$ cat config.mk
export PLATFORM = sky130hd
export DESIGN_NAME = id_ex_stage
export DESIGN_NICKNAME = d
export VERILOG_FILES = /design/src/rtl/id_ex_stage_pkg.sv /design/src/rtl/id_ex_stage_fwd_mux.sv /design/src/rtl/id_ex_stage.sv
export SDC_FILE = /design/constraint.sdc
export NUM_CORES = 1
export LEC_CHECK = 0
export ABC_AREA = 1
export CAP_MARGIN = 20
export CORE_AREA = 2 2 181 183
export DETAILED_ROUTE_END_ITERATION = 10
export DIE_AREA = 0 0 183 185
export PLACE_DENSITY = 0.61
export SLEW_MARGIN = 20
export SYNTH_ARGS = -nofsm -noshare
export SYNTH_HDL_FRONTEND = slang
export SYNTH_SLANG_ARGS = --single-unit
$ cat constraint.sdc
create_clock -name clk -period 2.4 [get_ports clk]
set_input_delay 0.36 -clock clk [delete_from_list [all_inputs] [get_ports clk]]
set_output_delay 0.36 -clock clk [all_outputs]
set_load 0.1 [all_outputs]
$ cat src/rtl/id_ex_stage_pkg.sv
// id_ex_stage_pkg: shared widths, ALU opcodes and types for the ID/EX stage.
// The guarded defaults let an external rvseed_defines.v take precedence.
`ifndef CPU_WIDTH
`define CPU_WIDTH 32
`endif
`ifndef ALU_OP_WIDTH
`define ALU_OP_WIDTH 4
`endif
`ifndef REG_ADDR_WIDTH
`define REG_ADDR_WIDTH 5
`endif
`ifndef ALU_ADD
`define ALU_ADD 4'd0
`define ALU_SUB 4'd1
`define ALU_AND 4'd2
`define ALU_OR  4'd3
`define ALU_XOR 4'd4
`define ALU_SLL 4'd5
`define ALU_SRL 4'd6
`define ALU_SRA 4'd7
`define ALU_SLT 4'd8
`define ALU_SLTU 4'd9
`endif

package id_ex_stage_pkg;
    localparam int XLEN = `CPU_WIDTH;
    localparam int OPW  = `ALU_OP_WIDTH;
    localparam int RAW  = `REG_ADDR_WIDTH;
    typedef logic [XLEN-1:0] word_t;
    typedef logic [OPW-1:0]  op_t;
    typedef logic [RAW-1:0]  reg_t;
endpackage

$ cat src/rtl/id_ex_stage_fwd_mux.sv
// fwd_mux: priority operand forwarding EX > MEM > WB > register file; x0 never forwards.
module fwd_mux
    import id_ex_stage_pkg::*;
(
    input  reg_t  addr,
    input  word_t rf_data,
    input  logic  ex_en,
    input  reg_t  ex_addr,
    input  word_t ex_data,
    input  logic  mem_en,
    input  reg_t  mem_addr,
    input  word_t mem_data,
    input  logic  wb_en,
    input  reg_t  wb_addr,
    input  word_t wb_data,
    output word_t data
);
    logic nz;
    assign nz = addr != '0;
    assign data = (nz && ex_en  && ex_addr  == addr) ? ex_data  :
                  (nz && mem_en && mem_addr == addr) ? mem_data :
                  (nz && wb_en  && wb_addr  == addr) ? wb_data  : rf_data;
endmodule

$ cat src/rtl/id_ex_stage.sv
// id_ex_stage: ID/EX pipeline register with forwarding, ALU source select,
// load-use stall, backpressure hold and flush.
module id_ex_stage
    import id_ex_stage_pkg::*;
(
    input  logic  clk,
    input  logic  rst_n,
    input  logic  id_valid,
    output logic  id_ready,
    input  op_t   id_alu_op,
    input  word_t id_inst,
    input  word_t id_pc,
    input  word_t id_imm,
    input  reg_t  id_rs1_addr,
    input  reg_t  id_rs2_addr,
    input  word_t id_rs1_data,
    input  word_t id_rs2_data,
    input  logic  id_rs1_used,
    input  logic  id_rs2_used,
    input  logic  id_src1_sel,
    input  logic  id_src2_sel,
    input  reg_t  id_rd_addr,
    input  logic  id_rd_wen,
    input  logic  id_is_load,
    input  logic  ex_ready,
    input  logic  flush,
    input  word_t ex_alu_res,
    input  logic  mem_rd_wen,
    input  reg_t  mem_rd_addr,
    input  word_t mem_rd_data,
    input  logic  wb_rd_wen,
    input  reg_t  wb_rd_addr,
    input  word_t wb_rd_data,
    output logic  ex_valid,
    output op_t   alu_op,
    output word_t alu_src1,
    output word_t alu_src2,
    output word_t inst,
    output word_t ex_pc,
    output word_t ex_rs2_data,
    output reg_t  ex_rd_addr,
    output logic  ex_rd_wen,
    output logic  ex_is_load
);
    logic  hold, lu, ex_fwd_en;
    word_t fwd_rs1, fwd_rs2;

    assign hold      = ex_valid & ~ex_ready;
    assign ex_fwd_en = ex_valid & ex_rd_wen & ~ex_is_load;
    // A load result only exists after MEM, so a dependent ID instruction waits one cycle.
    assign lu = ex_valid & ex_is_load & ex_rd_wen & (ex_rd_addr != '0) &
                ((id_rs1_used & (ex_rd_addr == id_rs1_addr)) |
                 (id_rs2_used & (ex_rd_addr == id_rs2_addr)));
    assign id_ready = ~hold & ~lu;

    fwd_mux u_fwd_rs1 (
        .addr(id_rs1_addr), .rf_data(id_rs1_data),
        .ex_en(ex_fwd_en), .ex_addr(ex_rd_addr), .ex_data(ex_alu_res),
        .mem_en(mem_rd_wen), .mem_addr(mem_rd_addr), .mem_data(mem_rd_data),
        .wb_en(wb_rd_wen), .wb_addr(wb_rd_addr), .wb_data(wb_rd_data),
        .data(fwd_rs1)
    );

    fwd_mux u_fwd_rs2 (
        .addr(id_rs2_addr), .rf_data(id_rs2_data),
        .ex_en(ex_fwd_en), .ex_addr(ex_rd_addr), .ex_data(ex_alu_res),
        .mem_en(mem_rd_wen), .mem_addr(mem_rd_addr), .mem_data(mem_rd_data),
        .wb_en(wb_rd_wen), .wb_addr(wb_rd_addr), .wb_data(wb_rd_data),
        .data(fwd_rs2)
    );

    always_ff @(posedge clk) begin
        if (!rst_n) begin
            ex_valid    <= 1'b0;
            alu_op      <= '0;
            alu_src1    <= '0;
            alu_src2    <= '0;
            inst        <= '0;
            ex_pc       <= '0;
            ex_rs2_data <= '0;
            ex_rd_addr  <= '0;
            ex_rd_wen   <= 1'b0;
            ex_is_load  <= 1'b0;
        end else if (flush) begin
            ex_valid   <= 1'b0;
            ex_rd_wen  <= 1'b0;
            ex_is_load <= 1'b0;
        end else if (hold) begin
        end else if (id_valid && id_ready) begin
            ex_valid    <= 1'b1;
            alu_op      <= id_alu_op;
            alu_src1    <= id_src1_sel ? id_pc : fwd_rs1;
            alu_src2    <= id_src2_sel ? id_imm : fwd_rs2;
            inst        <= id_inst;
            ex_pc       <= id_pc;
            ex_rs2_data <= fwd_rs2;
            ex_rd_addr  <= id_rd_addr;
            ex_rd_wen   <= id_rd_wen;
            ex_is_load  <= id_is_load;
        end else begin
            ex_valid   <= 1'b0;
            ex_rd_wen  <= 1'b0;
            ex_is_load <= 1'b0;
            alu_op     <= '0;
            alu_src1   <= '0;
            alu_src2   <= '0;
        end
    end
endmodule

==> results_dict.tcl, run 1 <==
set metrics [dict create \
    status "complete, no violations" \
    fin_setup_tns_ps 0 \
    synth_seq_cells 172 \
    r2r_cells 14 \
    wirelength_mm 48.21 \
    dp.cells 2608 \
    grt_pass1_vias 12113 \
    rsz0062_at_grt "no" \
    drc_errors 0 \
    synthCells 1736 \
    finalSetupViolCount 0 \
    cts_sinks 172 \
    power.share.clock 0.326 \
    die_w_um 183 \
    cts_hold_buf 0 \
    drive_above_1_share 0.1537 \
    whs_path_depth 3 \
    period_minus_slack_ps 2298 \
    vias_per_cell 4.777 \
    finClkSkew_ps 15.92 \
    fin_cells 2647 \
    first_iter_violations 765 \
    dr.pass1.iters 6 \
    area_delta_synth_final_pct 60.01 \
    clk_latency_ps 460 \
    cap_violations 0 \
    die_y_um 185 \
    syn_area_sq_um 10150 \
    power.leakage_nw 7.789 \
    startpoint_type "primary input" \
    fin_crit_sh 0.9577 \
    cts_tree "done" \
    intPower_mw 5.563 \
    grt_pass1_wl_mm 71.42 \
    htree_levels 4 \
    fin_nets 2517 \
    min_from "id_inst[22]" \
    min_path_type "primary input to flop" \
    io-pin-count 471 \
    clk_root_buffer_cell "clkbuf_16" \
    stdcell_area_sq_um 16240 \
    cp.arrival_ps 1940 \
    ir_drop_v 0.0004624 \
    max_clock_freq_mhz 435.1 \
    max-slew-margin-rel 0.7113 \
    grt_max_degree 70 \
    worst_r2r_startpoint "ex_rd_addr[3]" \
    num_rows 66 \
    crit_start "id_rs1_addr[2]" \
    crit_fanout 3 \
    crit_type "primary input to output pin" \
    avgSynthCellArea_sq_um 5.845 \
    die_area_sq_um 33860 \
    antenna_left 0 \
    p_per_area_nw_per_um2 547.3 \
    yosysUniqueCellTypes 27 \
    initial_core_util 0.3167 \
    final_common_cell "nand2_1" \
    final_cell_mix "nand2_1 (613), clkdlybuf4s50_1 (296), buf_4 (248)" \
    pwr-share-comb 0.327 \
    grt.total_usage 0.2782 \
    dp_hpwl_mm 37.73 \
    end_kind "output pin" \
    fin_util 0.5068 \
    port_buffers 470 \
    num_vias 12644 \
    syn-num-nets 2034 \
    seq_area_frac_synth 0.3393 \
    crit_required_ps 2040 \
    worst_pin_slew_ps 433.1 \
    switching_share 0.3740 \
    clk_pin_slew_ps 70 \
    fill_cells 3347 \
    numCtsBuffers 17 \
    global_route.overflow_total 0 \
    slew_violations 0 \
    placed_cell_area_sq_um 15630 \
    p_sw_mw 3.323 \
    clk_path_buf_depth 2 \
    p_seq_frac 0.347 \
    ys_warn_count 0 \
    wl_per_cell_um 18.21 \
    grt_antenna_before_repair 6 \
    coreArea_sq_um 32040 \
    gp_congestion 0.8885 \
    hold_violations 0 \
]
worst max-delay path, stage by stage:
cell and delay (ps):
clkdlybuf4s50_1 560, buf_4 140, nand2_1 40, nand2_1 80, nor2_2 60, nand4_1 80, nand2_1 90, buf_4 150
a21oi_4 170, buf_12 200
final timing paths:
path / endpoint / slack [ps]
max: id_ready / 100
min: inst[22] / 460
max reg2reg: alu_src1[2] / 420
min reg2reg: ex_pc[4] / 460
timing repair:
action                                  CTS  global route
buffers inserted                          0             0
endpoints found under the setup margin    0             1
resized for setup                         0             4
through the flow:
step,setup slack [ps],power [mW],hold slack [ps]
finish,101.6,8.886,463.0
global route,26.03,9.262,458.5
CTS,65.37,8.958,444.8
detailed placement,-275.9,6.045,454.4
global placement,-324.4,6.039,451.0
floorplan,129.8,4.842,494.3
registers in the layout, indices dropped and copies added (netlist names):
name	flops
alu_op	4
ex_is_load	1
alu_src1	32
ex_rd_wen	1
alu_src2	32
inst	32
ex_rs2_data	32
ex_valid	1
ex_pc	32
ex_rd_addr	5
layer usage:
metal,up-vias,global-route usage,routed length (um)
li1,6385,-,-
met1,5728,0.3489,20810
met2,471,0.4708,22530
met3,60,0.06744,3550
met4,0,0.08704,1320
met5,-,0,0
synth_stat cells (all sizes together):
| cell | number | area share |
|---|---|---|
| nand2 | 617 | 0.23 |
| nor2 | 202 | 0.075 |
| inv | 190 | 0.070 |
| nand3 | 182 | 0.090 |
| a21oi | 175 | 0.086 |
| dfxtp | 172 | 0.34 |
| buf | 68 | 0.038 |
| clkbuf | 43 | 0.016 |
| o21ai | 40 | 0.020 |
| nand3b | 28 | 0.021 |
| nand4 | 6 | 0.0058 |
| xnor2 | 6 | 0.0052 |
| o211ai | 2 | 0.0015 |
| a21boi | 1 | 0.00074 |
| clkinv | 1 | 0.00037 |
| nor3 | 1 | 0.00049 |
| or2 | 1 | 0.00062 |
| xor2 | 1 | 0.00086 |
cell type report:
class / count / area (sq um) / share of cell area
Multi-Input combinational cell: 1262 / 5510 / 0.3394
Antenna cell: 7 / 17.52 / 0.001079
Inverter: 191 / 721.9 / 0.04446
Tap cell: 408 / 510.5 / 0.03144
Sequential cell: 172 / 3450 / 0.2125
Clock buffer: 19 / 432.9 / 0.02666
Clock inverter: 13 / 156.4 / 0.009632
Timing Repair Buffer: 575 / 5438 / 0.3349
cell families (layout without fill, tap and decap cells):
kind of cell	after synthesis	count (layout)	share of synthesized area
AND/OR/NAND/NOR	1037	1037	0.4216
buffers and inverters	302	798	0.1248
flip-flops	172	172	0.3393
AO/OA/AOI/OAI	218	218	0.1083
XOR/XNOR	7	7	0.006042
other	0	7	0
power groups by stage:
stage	clock, mW	sequential, mW	combinational, mW
CTS	2.97	3.08	2.91
floorplan	0	4.12	0.726
global route	3.09	3.09	3.08
detailed placement	0	3.14	2.90
finish	2.90	3.08	2.91
global placement	0	3.14	2.90
Power figures use the tool's default switching activity.
==> run 2, diff against run 1 <==
--- a/config.mk
+++ b/config.mk
@@ -7,10 +7,11 @@
 export LEC_CHECK = 0
 export ABC_AREA = 1
 export CAP_MARGIN = 20
-export CORE_AREA = 2 2 181 183
+export CORE_AREA = 2 2 183 185
 export DETAILED_ROUTE_END_ITERATION = 10
-export DIE_AREA = 0 0 183 185
-export PLACE_DENSITY = 0.61
+export DIE_AREA = 0 0 185 187
+export HOLD_SLACK_MARGIN = 0.03
+export PLACE_DENSITY = 0.59
 export SLEW_MARGIN = 20
 export SYNTH_ARGS = -nofsm -noshare
 export SYNTH_HDL_FRONTEND = slang
==> results_dict.tcl, run 2 (synthesis gave the netlist of run 1 again) <==
set metrics [dict create \
    grt_max_degree 51 \
    wl_per_cell_um 17.78 \
    htree_levels 4 \
    place_ws_ps -139.4 \
    max_clock_freq_mhz 438.3 \
    fin_crit_sh 0.9505 \
    num_rows 67 \
    cts_tree "done" \
    hold_violations 0 \
    drc_errors 0 \
    die_w_um 185 \
    period_minus_slack_ps 2281 \
    final_cell_mix "nand2_1 (613), clkdlybuf4s50_1 (297), buf_4 (227)" \
    power.leakage_nw 7.616 \
    drive_above_1_share 0.1433 \
    num_vias 12564 \
    clk_path_buf_depth 2 \
    clk_latency_ps 460 \
    grt_pass1_wl_mm 70.49 \
    end_kind "output pin" \
    status "complete, no violations" \
    wirelength_mm 47.38 \
    final_common_cell "nand2_1" \
    clk_root_buffer_cell "clkbuf_16" \
    die_area_sq_um 34600 \
    placed_cell_area_sq_um 15400 \
    slew_violations 0 \
    fin_nets 2490 \
    global_route.overflow_total 0 \
    dr.pass1.iters 5 \
    dr_wl_met2_mm 22.13 \
    cp.arrival_ps 1920 \
    worst_pin_slew_ps 412.6 \
    cts_sinks 172 \
    ir_drop_v 0.0004997 \
    clk_pin_slew_ps 80 \
    first_iter_violations 983 \
    numCtsBuffers 17 \
    fin_setup_tns_ps 0 \
    startpoint_type "primary input" \
    finalSetupViolCount 0 \
    max-slew-margin-rel 0.7249 \
    die_y_um 187 \
    stdcell_area_sq_um 16020 \
    grt_pass1_vias 12060 \
    area_delta_synth_final_pct 57.89 \
    p_per_area_nw_per_um2 550.8 \
    route.met3.wl_mm 3.630 \
    min_path_type "primary input to flop" \
    initial_core_util 0.3088 \
    dp_hpwl_mm 36.27 \
    antenna_left 0 \
    rsz0062_at_grt "no" \
    vias_per_cell 4.714 \
    gp_congestion 0.9202 \
    finClkSkew_ps 14.40 \
    cap_violations 0 \
    drt-met1-wl_mm 20.29 \
    crit_required_ps 2040 \
    crit_fanout 6 \
    top_layer "met4" \
    coreArea_sq_um 32860 \
    crit_type "primary input to output pin" \
    fin_ws_ps 118.7 \
    grt_antenna_before_repair 12 \
    grt.total_usage 0.2694 \
    port_buffers 470 \
    io-pin-count 471 \
]
run 2: layout make-up:
class | instances | area, sq um
flip-flops and latches | 172 | 3450
fillers | 3524 | 16840
clock inverters | 14 | 152.6
repair buffers | 548 | 5157
clock buffers | 18 | 439.2
inverters | 191 | 721.9
well taps | 448 | 560.5
multi-input cells | 1262 | 5510
diodes | 12 | 30.03
run 2: through the flow:
step                instances  power, mW  utilization  hold WS (ps)
floorplan                1736      4.842            -         494.3
global placement         2621      5.997       0.4686         451.3
detailed placement       2621      6.001       0.4686         453.8
CTS                      2653      8.898       0.4866         430.8
global route             2665      9.181       0.4875         453.4
finish                   2665      8.824       0.4875         453.7
run 2: final timing paths:
path / startpoint / endpoint / slack (ps) / cells after the start
worst min register to register: inst[24] / inst[24] / 470 / 2
worst max register to register: ex_rd_addr[3] / inst[10] / 370 / 12
worst max-delay path: id_rs1_addr[1] / id_ready / 120 / 8
worst min-delay path: id_inst[30] / inst[30] / 450 / 3
run 2: where the power goes:
part | switching (mW) | total, mW | leakage, nW | internal [mW]
Sequential | 0.0845 | 3.08 | 1.41 | 2.99
Clock | 1.39 | 2.89 | 0.286 | 1.50
Combinational | 1.89 | 2.86 | 5.92 | 0.966
run 2: what timing repair did:
item                       4_1_cts  5_1_grt
gates resized for setup          0        1
setup buffers                    0        0
setup endpoints to repair        0        1
hold buffers                     0        0
run 2: critical path, cell delays in order:
cell and delay (ps):
clkdlybuf4s50_1 620, xor2_1 190, nor2_1 70, nand4_1 60, nand2_1 90, buf_4 150
a21oi_4 170, buf_12 200
run 2: layer usage:
metal / track usage / vias up
met5: 0 / -
met4: 0.1132 / 0
met3: 0.05841 / 65
met2: 0.4389 / 470
met1: 0.3426 / 5713
li1: - / 6316
==> run 3, diff against run 2 <==
--- a/config.mk
+++ b/config.mk
@@ -10,8 +10,9 @@
 export CORE_AREA = 2 2 183 185
 export DETAILED_ROUTE_END_ITERATION = 10
 export DIE_AREA = 0 0 185 187
+export DONT_BUFFER_PORTS = 1
 export HOLD_SLACK_MARGIN = 0.03
-export PLACE_DENSITY = 0.59
+export PLACE_DENSITY = 0.41
 export SLEW_MARGIN = 20
 export SYNTH_ARGS = -nofsm -noshare
 export SYNTH_HDL_FRONTEND = slang
==> results_dict.tcl, run 3 (synthesis gave the netlist of run 1 again) <==
set metrics [dict create \
    antenna_left 0 \
    finClkSkew_ps 10.15 \
    clk_root_buffer_cell "clkbuf_16" \
    status "complete, no violations" \
    rsz0062_at_grt "no" \
    p_seq_frac 0.374 \
    initial_core_util 0.3088 \
    port_buffers 0 \
    cp_common_cell "nand2_1" \
    crit_fanout 4 \
    end_kind "output pin" \
    hold_violations 0 \
    switching_share 0.3800 \
    max-slew-margin-rel 0.5536 \
    intPower_mw 5.040 \
    die_w_um 185 \
    post_cts_resized 0 \
    startpoint_type "flop" \
    fin_setup_tns_ps 0 \
    worst_pin_slew_ps 669.7 \
    dr.pass1.iters 5 \
    ir_drop_v 0.0004640 \
    grt.total_usage 0.2573 \
    slew_violations 0 \
    final_cell_mix "nand2_1 (614), nor2_1 (195), buf_4 (191)" \
    gp_congestion 0.8488 \
    fin_crit_sh 0.9095 \
    fin_ws_ps 217.2 \
    path_buf_inv 2 \
    vias_per_cell 4.857 \
    cpMaxStageDelayCell "dfxtp_2" \
    p_sw_mw 3.090 \
    num_vias 11229 \
    final_common_cell "nand2_1" \
    cp.arrival_ps 1820 \
    io-pin-count 471 \
    fin_nets 2152 \
    max_stage_delay_ps 350 \
    coreArea_sq_um 32860 \
    die_y_um 187 \
    dp_hpwl_mm 32.88 \
    cts_tree "done" \
    die_area_sq_um 34600 \
    min_from "id_inst[23]" \
    drc_errors 0 \
    pwr-share-comb 0.281 \
    num_rows 67 \
    global_route.overflow_total 0 \
    clk_pin_slew_ps 70 \
    crit_type "flop to output pin" \
    clk_latency_ps 440 \
    period_minus_slack_ps 2183 \
    wl_per_cell_um 19.59 \
    max_clock_freq_mhz 458.1 \
    place_ws_ps 351.4 \
    area_delta_synth_final_pct 23.91 \
    power.leakage_nw 6.199 \
    power.share.clock 0.344 \
    worst_r2r_startpoint "ex_rd_addr[0]" \
    crit_chain "inv_1 -> nand2_1 -> nand2_1 -> nor2_1 -> nand4_1 -> nand2_1 -> a21oi_4 -> buf_4" \
    grt_pass1_vias 10662 \
    cap_violations 0 \
    p_per_area_nw_per_um2 646.6 \
    grt_pass1_wl_mm 66.61 \
    grt_antenna_before_repair 1 \
    fin_util 0.3826 \
    clk_path_buf_depth 2 \
    power.total_mw 8.129 \
    finalSetupViolCount 0 \
    crit_required_ps 2040 \
    min_path_type "primary input to flop" \
    numCtsBuffers 17 \
    first_iter_violations 776 \
    cts_sinks 172 \
    grt_max_degree 71 \
    crit_start "ex_rd_addr[0]" \
    drive_above_1_share 0.1417 \
    critPathTopFamily "simple AND/OR/NAND/NOR gates" \
    htree_levels 4 \
    wirelength_mm 45.30 \
]
-- run 3: cell count changes in the layout (fill, tap and decap cells not counted), sizes merged --
| cell | delta |
|---|---|
| bufinv | +1 |
| buf | -45 |
| inv | -4 |
| clkinv | -3 |
| diode | -11 |
| dlygate4sd3 | +4 |
| clkinvlp | +1 |
| clkbuf | +1 |
| clkdlybuf4s50 | -297 |
-- run 3: power groups by stage --
stage               clock network, mW  registers (mW)  logic, mW
floorplan                           0            4.12      0.726
finish                           2.80            3.04       2.29
global placement                    0            3.11       2.29
detailed placement                  0            3.11       2.29
global route                     2.99            3.06       2.44
CTS                              2.88            3.04       2.30
-- run 3: metal layers --
metal  vias up  global-route usage  wire length, um
met4         0             0.08608             1205
met3        51             0.08898             4679
li1       5627                   -                -
met5         -                   0                0
met1      5113              0.3179            18870
met2       438              0.4162            20550
-- run 3: final timing paths --
| kind | end | slack (ps) | depth (start not counted) |
|---|---|---|---|
| max | id_ready | 220 | 8 |
| min | inst[23] | 50 | 2 |
| max reg2reg | ex_rs2_data[2] | 360 | 12 |
| min reg2reg | alu_op[1] | 470 | 2 |
-- run 3: stage by stage --
stage                     instance area, sq um  hold slack (ps)  cells
final                                    12570            53.14   2312
after global routing                     12570            30.97   2312
after CTS                                12570            30.82   2311
after detailed placement                 11970            457.1   2279
after global placement                   11970            452.9   2279
after floorplan                          10160            494.3   1736
-- run 3: area by class of cell --
type / count / area [sq um]
Sequential cell: 172 / 3450
Inverter: 191 / 721.9
Fill cell: 3713 / 20290
Timing Repair Buffer: 210 / 1774
Clock inverter: 9 / 116.4
Tap cell: 448 / 560.5
Clock buffer: 19 / 442.9
Antenna cell: 1 / 2.502
Multi-Input combinational cell: 1262 / 5505
-- run 3: repair_timing --
action                     in CTS  in global routing
setup buffers                   0                  0
hold buffers                    4                  0
setup endpoints to repair       0                  0
hold endpoints to repair        4                  0
